$ cat config.mk
export PLATFORM = sky130hd
export DESIGN_NAME = rvvi_retire_queue_flat
export DESIGN_NICKNAME = d
export VERILOG_FILES = /design/src/rtl/rvvi_trace_pkg.sv /design/src/rtl/rvvi_retire_queue_if.sv /design/src/rtl/rvvi_fifo_mem.sv /design/src/rtl/rvvi_retire_queue.sv /design/src/flat_wrapper.sv
export SDC_FILE = /design/constraint.sdc
export NUM_CORES = 2
export LEC_CHECK = 0
export BUFFER_PORTS_ARGS = -buffer_cell sky130_fd_sc_hd__buf_2
export CAP_MARGIN = 20
export CORE_MARGIN = 4
export CORE_UTILIZATION = 35
export CTS_CLUSTER_DIAMETER = 100
export DETAILED_ROUTE_END_ITERATION = 8
export GPL_TIMING_DRIVEN = 1
export PLACE_DENSITY = 0.49
export SYNTH_ARGS = -nofsm -noshare
export SYNTH_HDL_FRONTEND = slang
export SYNTH_SLANG_ARGS = --single-unit
$ cat constraint.sdc
create_clock -name clk -period 77.1 [get_ports clk]
set_input_delay 15.42 -clock clk [delete_from_list [all_inputs] [get_ports clk]]
set_output_delay 15.42 -clock clk [all_outputs]
set_load 0.05 [all_outputs]
$ cat src/rtl/rvvi_trace_pkg.sv
//==============================================================================
// Module      : rvvi_trace_pkg
// Description : Shared types for the RVVI retirement queue. It holds the
//               stored retirement record and the helper that builds the
//               one-hot register-write mask.
// Revision    : 1.0 - initial release
//==============================================================================
`default_nettype none

package rvvi_trace_pkg;

    // Retirement sequence number width
    localparam int ORDER_W  = 64;
    // Records always store full 64-bit PC/data; XLEN=32 builds zero-extend
    localparam int REC_XLEN = 64;

    typedef struct packed {
        logic [ORDER_W-1:0]  order;
        logic [31:0]         insn;
        logic [REC_XLEN-1:0] pc;
        logic                trap;
        logic [1:0]          mode;
        logic [31:0]         x_wb;
        logic [REC_XLEN-1:0] x_wdata;
    } retire_rec_t;

    // One-hot integer write mask; writes to x0 are architecturally invisible
    function automatic logic [31:0] xwb_mask(input logic [4:0] rd, input logic we);
        logic [31:0] m;
        m = 32'd0;
        if (we && (rd != 5'd0)) begin
            m = 32'd1 << rd;
        end
        return m;
    endfunction

endpackage

`default_nettype wire

$ cat src/rtl/rvvi_retire_queue_if.sv
//==============================================================================
// Module      : rvvi_retire_queue_if
// Description : Retire-port / RVVI-record bundle for rvvi_retire_queue.
//               slave = queue side, master = core + consumer side.
//               Optional stats signals exist when RVVI_RETIRE_Q_STATS_EN
//               is defined.
// Revision    : 1.0 - initial release
//==============================================================================
`default_nettype none

interface rvvi_retire_queue_if
    import rvvi_trace_pkg::*;
#(
    parameter int XLEN  = 64,
    parameter int DEPTH = 8
);
    localparam int CNT_W = $clog2(DEPTH) + 1;

    // Retire port (never stalled)
    logic               in_valid;
    logic [31:0]        in_insn;
    logic [XLEN-1:0]    in_pc;
    logic               in_trap;
    logic [1:0]         in_mode;
    logic [4:0]         in_rd;
    logic               in_rd_we;
    logic [XLEN-1:0]    in_rd_data;

    // RVVI record port
    logic               out_valid;
    logic               out_ready;
    logic [ORDER_W-1:0] out_order;
    logic [31:0]        out_insn;
    logic [XLEN-1:0]    out_pc;
    logic               out_trap;
    logic [1:0]         out_mode;
    logic [31:0]        out_x_wb;
    logic [XLEN-1:0]    out_x_wdata;

    // Status
    logic [CNT_W-1:0]   count;
    logic               overflow;
    logic               overflow_clr;
`ifdef RVVI_RETIRE_Q_STATS_EN
    logic [CNT_W-1:0]   hwm;
    logic [31:0]        drop_cnt;
`endif

    modport slave (
        input  in_valid, in_insn, in_pc, in_trap, in_mode, in_rd, in_rd_we, in_rd_data,
        input  out_ready, overflow_clr,
        output out_valid, out_order, out_insn, out_pc, out_trap, out_mode,
        output out_x_wb, out_x_wdata, count,
        output overflow
`ifdef RVVI_RETIRE_Q_STATS_EN
        ,
        output hwm,
        output drop_cnt
`endif
    );

    modport master (
        output in_valid, in_insn, in_pc, in_trap, in_mode, in_rd, in_rd_we, in_rd_data,
        output out_ready, overflow_clr,
        input  out_valid, out_order, out_insn, out_pc, out_trap, out_mode,
        input  out_x_wb, out_x_wdata, count,
        input  overflow
`ifdef RVVI_RETIRE_Q_STATS_EN
        ,
        input  hwm,
        input  drop_cnt
`endif
    );

endinterface

`default_nettype wire

$ cat src/rtl/rvvi_fifo_mem.sv
//==============================================================================
// Module      : rvvi_fifo_mem
// Description : DEPTH x retire_rec_t register array, one synchronous write
//               port and one asynchronous read port. Pure storage; pointer
//               and occupancy control live in the parent.
// Revision    : 1.0 - initial release
//==============================================================================
`default_nettype none

module rvvi_fifo_mem
    import rvvi_trace_pkg::*;
#(
    parameter int DEPTH = 8,
    parameter int AW    = $clog2(DEPTH)
) (
    input  wire logic        clk,
    input  wire logic        i_we,
    input  wire logic [AW-1:0] i_waddr,
    input  wire retire_rec_t i_wdata,
    input  wire logic [AW-1:0] i_raddr,
    output retire_rec_t      o_rdata
);

    retire_rec_t r_mem [DEPTH];

    // Storage write; no reset needed since reads are gated by occupancy
    always_ff @(posedge clk) begin
        if (i_we) begin
            r_mem[i_waddr] <= i_wdata;
        end
    end

    assign o_rdata = r_mem[i_raddr];

endmodule

`default_nettype wire

$ cat src/rtl/rvvi_retire_queue.sv
//==============================================================================
// Module      : rvvi_retire_queue
// Description : First-word-fall-through queue that turns per-cycle core
//               retirements into in-order RVVI records for a back-pressuring
//               consumer. Retirements arriving on a full queue with no pop
//               are dropped and flagged in a sticky overflow bit.
//               Optional macro RVVI_RETIRE_Q_STATS_EN adds hwm / drop_cnt.
// Revision    : 1.0 - initial release
//==============================================================================
`default_nettype none

module rvvi_retire_queue
    import rvvi_trace_pkg::*;
#(
    parameter int XLEN  = 64,
    parameter int DEPTH = 8
) (
    input  wire logic          clk,
    input  wire logic          reset,
    rvvi_retire_queue_if.slave bus
);

    localparam int AW    = $clog2(DEPTH);
    localparam int CNT_W = AW + 1;
    localparam logic [CNT_W-1:0] c_depth_cnt = CNT_W'(DEPTH);

    logic [AW-1:0]      r_head;
    logic [AW-1:0]      r_tail;
    logic [CNT_W-1:0]   r_count;
    logic [ORDER_W-1:0] r_order;
    logic               r_overflow;

    logic               w_out_valid;
    logic               w_pop;
    logic               w_push;
    logic               w_drop;
    logic [CNT_W-1:0]   w_count_nxt;
    logic [31:0]        w_x_wb;
    retire_rec_t        w_wr_rec;
    retire_rec_t        w_head_rec;

    // A full queue still accepts when the head leaves in the same cycle
    assign w_out_valid = (r_count != '0);
    assign w_pop       = w_out_valid & bus.out_ready;
    assign w_push      = bus.in_valid & ((r_count < c_depth_cnt) | w_pop);
    assign w_drop      = bus.in_valid & ~w_push;
    assign w_count_nxt = r_count + CNT_W'(w_push) - CNT_W'(w_pop);

    // Build the record to store, tagging it with the current order number
    always_comb begin
        w_x_wb           = xwb_mask(bus.in_rd, bus.in_rd_we);
        w_wr_rec         = '0;
        w_wr_rec.order   = r_order;
        w_wr_rec.insn    = bus.in_insn;
        w_wr_rec.pc      = REC_XLEN'(bus.in_pc);
        w_wr_rec.trap    = bus.in_trap;
        w_wr_rec.mode    = bus.in_mode;
        w_wr_rec.x_wb    = w_x_wb;
        w_wr_rec.x_wdata = (w_x_wb != 32'd0) ? REC_XLEN'(bus.in_rd_data) : '0;
    end

    rvvi_fifo_mem #(
        .DEPTH (DEPTH)
    ) u_mem (
        .clk     (clk),
        .i_we    (w_push),
        .i_waddr (r_tail),
        .i_wdata (w_wr_rec),
        .i_raddr (r_head),
        .o_rdata (w_head_rec)
    );

    // Pointers, occupancy and order counter; order only advances on accept
    always_ff @(posedge clk or posedge reset) begin
        if (reset) begin
            r_head  <= '0;
            r_tail  <= '0;
            r_count <= '0;
            r_order <= ORDER_W'(1);
        end else begin
            if (w_push) begin
                r_tail  <= r_tail + AW'(1);
                r_order <= r_order + ORDER_W'(1);
            end
            if (w_pop) begin
                r_head <= r_head + AW'(1);
            end
            r_count <= w_count_nxt;
        end
    end

    // Sticky overflow; a same-cycle drop beats the clear request
    always_ff @(posedge clk or posedge reset) begin
        if (reset) begin
            r_overflow <= 1'b0;
        end else if (w_drop) begin
            r_overflow <= 1'b1;
        end else if (bus.overflow_clr) begin
            r_overflow <= 1'b0;
        end
    end

    // Record fields read as zero whenever no record is presented
    assign bus.out_valid   = w_out_valid;
    assign bus.out_order   = w_out_valid ? w_head_rec.order : '0;
    assign bus.out_insn    = w_out_valid ? w_head_rec.insn : '0;
    assign bus.out_pc      = w_out_valid ? w_head_rec.pc[XLEN-1:0] : '0;
    assign bus.out_trap    = w_out_valid ? w_head_rec.trap : 1'b0;
    assign bus.out_mode    = w_out_valid ? w_head_rec.mode : 2'b00;
    assign bus.out_x_wb    = w_out_valid ? w_head_rec.x_wb : '0;
    assign bus.out_x_wdata = w_out_valid ? w_head_rec.x_wdata[XLEN-1:0] : '0;
    assign bus.count       = r_count;
    assign bus.overflow    = r_overflow;

`ifdef RVVI_RETIRE_Q_STATS_EN
    logic [CNT_W-1:0] r_hwm;
    logic [31:0]      r_drop_cnt;

    // High-water mark of occupancy and saturating dropped-retire counter
    always_ff @(posedge clk or posedge reset) begin
        if (reset) begin
            r_hwm      <= '0;
            r_drop_cnt <= '0;
        end else begin
            if (w_count_nxt > r_hwm) begin
                r_hwm <= w_count_nxt;
            end
            if (w_drop && (r_drop_cnt != '1)) begin
                r_drop_cnt <= r_drop_cnt + 32'd1;
            end
        end
    end

    assign bus.hwm      = r_hwm;
    assign bus.drop_cnt = r_drop_cnt;
`else
    // Statistics counters are not built in this configuration
`endif

endmodule

`default_nettype wire

$ cat src/flat_wrapper.sv
// flat-port wrapper written by rule: the top's interface ports become plain ports
module rvvi_retire_queue_flat import rvvi_trace_pkg::*;
#(
    parameter int XLEN  = 64,
    parameter int DEPTH = 8
)
  (clk, reset, bus_in_valid, bus_in_insn, bus_in_pc, bus_in_trap, bus_in_mode, bus_in_rd, bus_in_rd_we, bus_in_rd_data, bus_out_ready, bus_overflow_clr, bus_out_valid, bus_out_order, bus_out_insn, bus_out_pc, bus_out_trap, bus_out_mode, bus_out_x_wb, bus_out_x_wdata, bus_count, bus_overflow);
  rvvi_retire_queue_if #(.XLEN(XLEN), .DEPTH(DEPTH)) bus_i ();
  input  wire logic clk;
  input  wire logic reset;
  input wire logic [$bits(bus_i.in_valid)-1:0] bus_in_valid;
  input wire logic [$bits(bus_i.in_insn)-1:0] bus_in_insn;
  input wire logic [$bits(bus_i.in_pc)-1:0] bus_in_pc;
  input wire logic [$bits(bus_i.in_trap)-1:0] bus_in_trap;
  input wire logic [$bits(bus_i.in_mode)-1:0] bus_in_mode;
  input wire logic [$bits(bus_i.in_rd)-1:0] bus_in_rd;
  input wire logic [$bits(bus_i.in_rd_we)-1:0] bus_in_rd_we;
  input wire logic [$bits(bus_i.in_rd_data)-1:0] bus_in_rd_data;
  input wire logic [$bits(bus_i.out_ready)-1:0] bus_out_ready;
  input wire logic [$bits(bus_i.overflow_clr)-1:0] bus_overflow_clr;
  output wire logic [$bits(bus_i.out_valid)-1:0] bus_out_valid;
  output wire logic [$bits(bus_i.out_order)-1:0] bus_out_order;
  output wire logic [$bits(bus_i.out_insn)-1:0] bus_out_insn;
  output wire logic [$bits(bus_i.out_pc)-1:0] bus_out_pc;
  output wire logic [$bits(bus_i.out_trap)-1:0] bus_out_trap;
  output wire logic [$bits(bus_i.out_mode)-1:0] bus_out_mode;
  output wire logic [$bits(bus_i.out_x_wb)-1:0] bus_out_x_wb;
  output wire logic [$bits(bus_i.out_x_wdata)-1:0] bus_out_x_wdata;
  output wire logic [$bits(bus_i.count)-1:0] bus_count;
  output wire logic [$bits(bus_i.overflow)-1:0] bus_overflow;
  assign bus_i.in_valid = bus_in_valid;
  assign bus_i.in_insn = bus_in_insn;
  assign bus_i.in_pc = bus_in_pc;
  assign bus_i.in_trap = bus_in_trap;
  assign bus_i.in_mode = bus_in_mode;
  assign bus_i.in_rd = bus_in_rd;
  assign bus_i.in_rd_we = bus_in_rd_we;
  assign bus_i.in_rd_data = bus_in_rd_data;
  assign bus_i.out_ready = bus_out_ready;
  assign bus_i.overflow_clr = bus_overflow_clr;
  assign bus_out_valid = bus_i.out_valid;
  assign bus_out_order = bus_i.out_order;
  assign bus_out_insn = bus_i.out_insn;
  assign bus_out_pc = bus_i.out_pc;
  assign bus_out_trap = bus_i.out_trap;
  assign bus_out_mode = bus_i.out_mode;
  assign bus_out_x_wb = bus_i.out_x_wb;
  assign bus_out_x_wdata = bus_i.out_x_wdata;
  assign bus_count = bus_i.count;
  assign bus_overflow = bus_i.overflow;
  rvvi_retire_queue #(.XLEN(XLEN), .DEPTH(DEPTH)) u_core (.clk(clk), .reset(reset), .bus(bus_i));
endmodule
==> results.toml <==
[timing]
tightestPinTransition_ps = 1000
final_hold_viol_count = 0
postLayoutSetupSlackWorst_ps = 55670
pins_over_slew_limit = 0
tns_ps = 0
worst_slew_margin_rel_pct = 33.3
finalCritPeriodShare_pct = 27.8
finalWorstPathRequiredPeriod_ps = 21430
clock.fmax_ghz = 0.0467
grt_setup_unrepaired = "no"
worst_clock_skew_ps = 66.7
setup_viol = 0

[floorplan]
floorplan.io_pins = 439
core_region_area_mm2 = 0.233
initial_standard_cell_utilization_of_the_core_pct = 35.3
std_cell_rows = 177
floorplan.die.width_um = 493
die_height_um = 493
die_area_mm2 = 0.243

[run_status]
status = "completed"

[logic_synthesis]
post_synth.cell_area_avg_um2 = 22.0
synth_enable_flop_cells = 2072
number_of_flip_flops_and_latches_in_the_synthesized_netlist = 2147
synth_warnings = 0
seq_area_frac_synth_pct = 77.7
synth_cell_type_count = 49
async_reset_ff_share_pct = 3.49
syn-cell-area_mm2 = 0.0825
post_synth_inst_count = 3743
dominantRegCellSynth = "sky130_fd_sc_hd__edfxtp_1"

[cts]
clock_latency_ps = 870
cts_repair_resize_count = 0
holdBufCountCts = 0
cts_tree = "done"
cts_post_setup_buffers_inserted = 0
numCtsBuffers = 224
cts_buffer_depth = 3
clk_pin_slew_ps = 60
cts.sinks = 2147
number_of_levels_the_h_tree_was_split_into = 4
clock_root_buffer = "sky130_fd_sc_hd__clkbuf_16"

[final_layout]
mostFrequentLayoutCells = "sky130_fd_sc_hd__edfxtp_1, sky130_fd_sc_hd__mux4_2, sky130_fd_sc_hd__buf_2"
drive_above_1_share_pct = 31.0
final_common_cell = "sky130_fd_sc_hd__edfxtp_1"
syn_to_final_growth_pct = 16.5
nets = 4486

[detailed_routing]
drc = 0
detailedRoute.firstPassIterationCount = 7
route.detailed.wl_per_inst_um = 25.4
drtAntennaViolNets = 0
number_of_drc_markers_in_iteration_0 = 2794
drt-total-wl_mm = 194
vias = 38254
avgViaCountPerCell = 5.00

[place]
place_worst_setup_slack_ps = 56290
io_buffers = 438
gp_routability_congestion = 0.694
dp.final_hpwl_mm = 105

[worst_setup_path]
r2r_setup_slack_ps = 72100
critPathLaunchType = "flip-flop"
timing.critical_path.fanout_max = 86
crit_required_ps = 61680
timing.critical_path.to_type = "primary output"
worst_path_arrival_ps = 6010
worst-setup-path-type = "reg -> out"

[power]
powerDensity_mw_per_mm2 = 41.7
power.ir.vdd_worst_mv = 0.0351
static-leakage-power_nw = 32.3

[global_routing]
initial_antenna_violation_count = 43
grt_overflow = 0
grt_pass1_wl_mm = 285
grtUsageTotal_pct = 15.8
grt_pass1_vias = 41134
grt_max_degree = 102

[worst_hold_path]
holdCritPathClass = "reg -> reg"

[run]
max_cap_viols = 0
[synthesized netlist by cell type (all sizes together), types with 3 or more instances]
master / n / share of area, %
and2: 67 / 0.51
buf: 96 / 0.54
dfrtp: 74 / 2.2
nand4: 17 / 0.16
nand2: 39 / 0.18
mux2: 3 / 0.041
inv: 22 / 0.10
nand3b: 6 / 0.055
and4: 3 / 0.033
xnor2: 32 / 0.34
mux4: 518 / 14
nand3: 22 / 0.13
and3: 8 / 0.061
ha: 8 / 0.12
edfxtp: 2072 / 75
xor2: 37 / 0.39
nor2: 310 / 1.4
nor3: 24 / 0.17
nor4: 12 / 0.11
mux2i: 259 / 3.1
nor4b: 6 / 0.071
clkbuf: 91 / 0.41
[area by class of cell]
class	instances	area, um^2
Fill cell	20715	137000
Clock buffer	272	5860
Sequential cell	2147	64100
Tap cell	3132	3920
Multi-Input combinational cell	1393	17600
Timing Repair Buffer	514	2930
Inverter	23	88.8
Clock inverter	146	1530
Antenna cell	18	45.0
[critical path, stage by stage, from the launching register on]
cell and delay (ps):
sky130_fd_sc_hd__dfrtp_4 820, sky130_fd_sc_hd__buf_4 650, sky130_fd_sc_hd__buf_4 810, sky130_fd_sc_hd__buf_12 640, sky130_fd_sc_hd__buf_4 820, sky130_fd_sc_hd__mux4_2 590
sky130_fd_sc_hd__mux2i_1 350, sky130_fd_sc_hd__nor2_1 70, sky130_fd_sc_hd__buf_2 240
[cell families after synthesis]
family          Yosys count  share of synthesized area (%)
xor+xnor                 69                          0.733
buf+inv                 210                           1.06
other cells               1                        0.00455
mux                     780                           17.3
simple gates            523                           2.98
flops                  2147                           77.7
compound gates            4                         0.0334
fa+ha+maj                 9                          0.146
[flip-flops by register name (all words and copies together) (netlist names)]
name,cells
u_core.r_tail,3
u_core.r_order,64
u_core.r_head,3
u_core.bus.overflow,1
u_core.bus.count,4
u_core.u_mem.r_mem,2072
[per-layer routing]
metal,wire [um],global-route usage [%]
met5,158,0
met4,5090,4.36
met3,11400,3.69
met2,94300,25.9
met1,83100,21.1
[path summary, 6_finish.rpt]
path                                startpoint                         to  cells after the start
max in group asynchronous                reset         u_core.r_order[56]                      3
max reg2reg                u_core.bus.count[3]  u_core.u_mem.r_mem[4][25]                     12
min                        u_core.bus.overflow        u_core.bus.overflow                      2
max                           u_core.r_head[0]            bus_out_mode[0]                      8
min reg2reg                u_core.bus.overflow        u_core.bus.overflow                      2
min in group asynchronous                reset        u_core.bus.overflow                      2
[per-stage QoR]
stage / area (um^2) / util [%] / hold slack [ps] / power, mW / instances
after floorplan: 82500 / - / 542 / 2.68 / 3750
after global placement: 88600 / 38.0 / 518 / 3.00 / 7208
after detailed placement: 88600 / 38.0 / 524 / 3.01 / 7208
after CTS: 96000 / 41.1 / 535 / 4.09 / 7626
after global routing: 96000 / 41.1 / 580 / 4.20 / 7630
final: 96100 / 41.2 / 528 / 4.01 / 7645
[where the power goes]
part	internal, mW	total, mW	switching [mW]
sequential	1.42	1.47	0.0454
combinational	0.455	1.47	1.02
clock	0.610	1.07	0.457
total	2.49	4.01	1.52
Power figures use the tool's default switching activity.
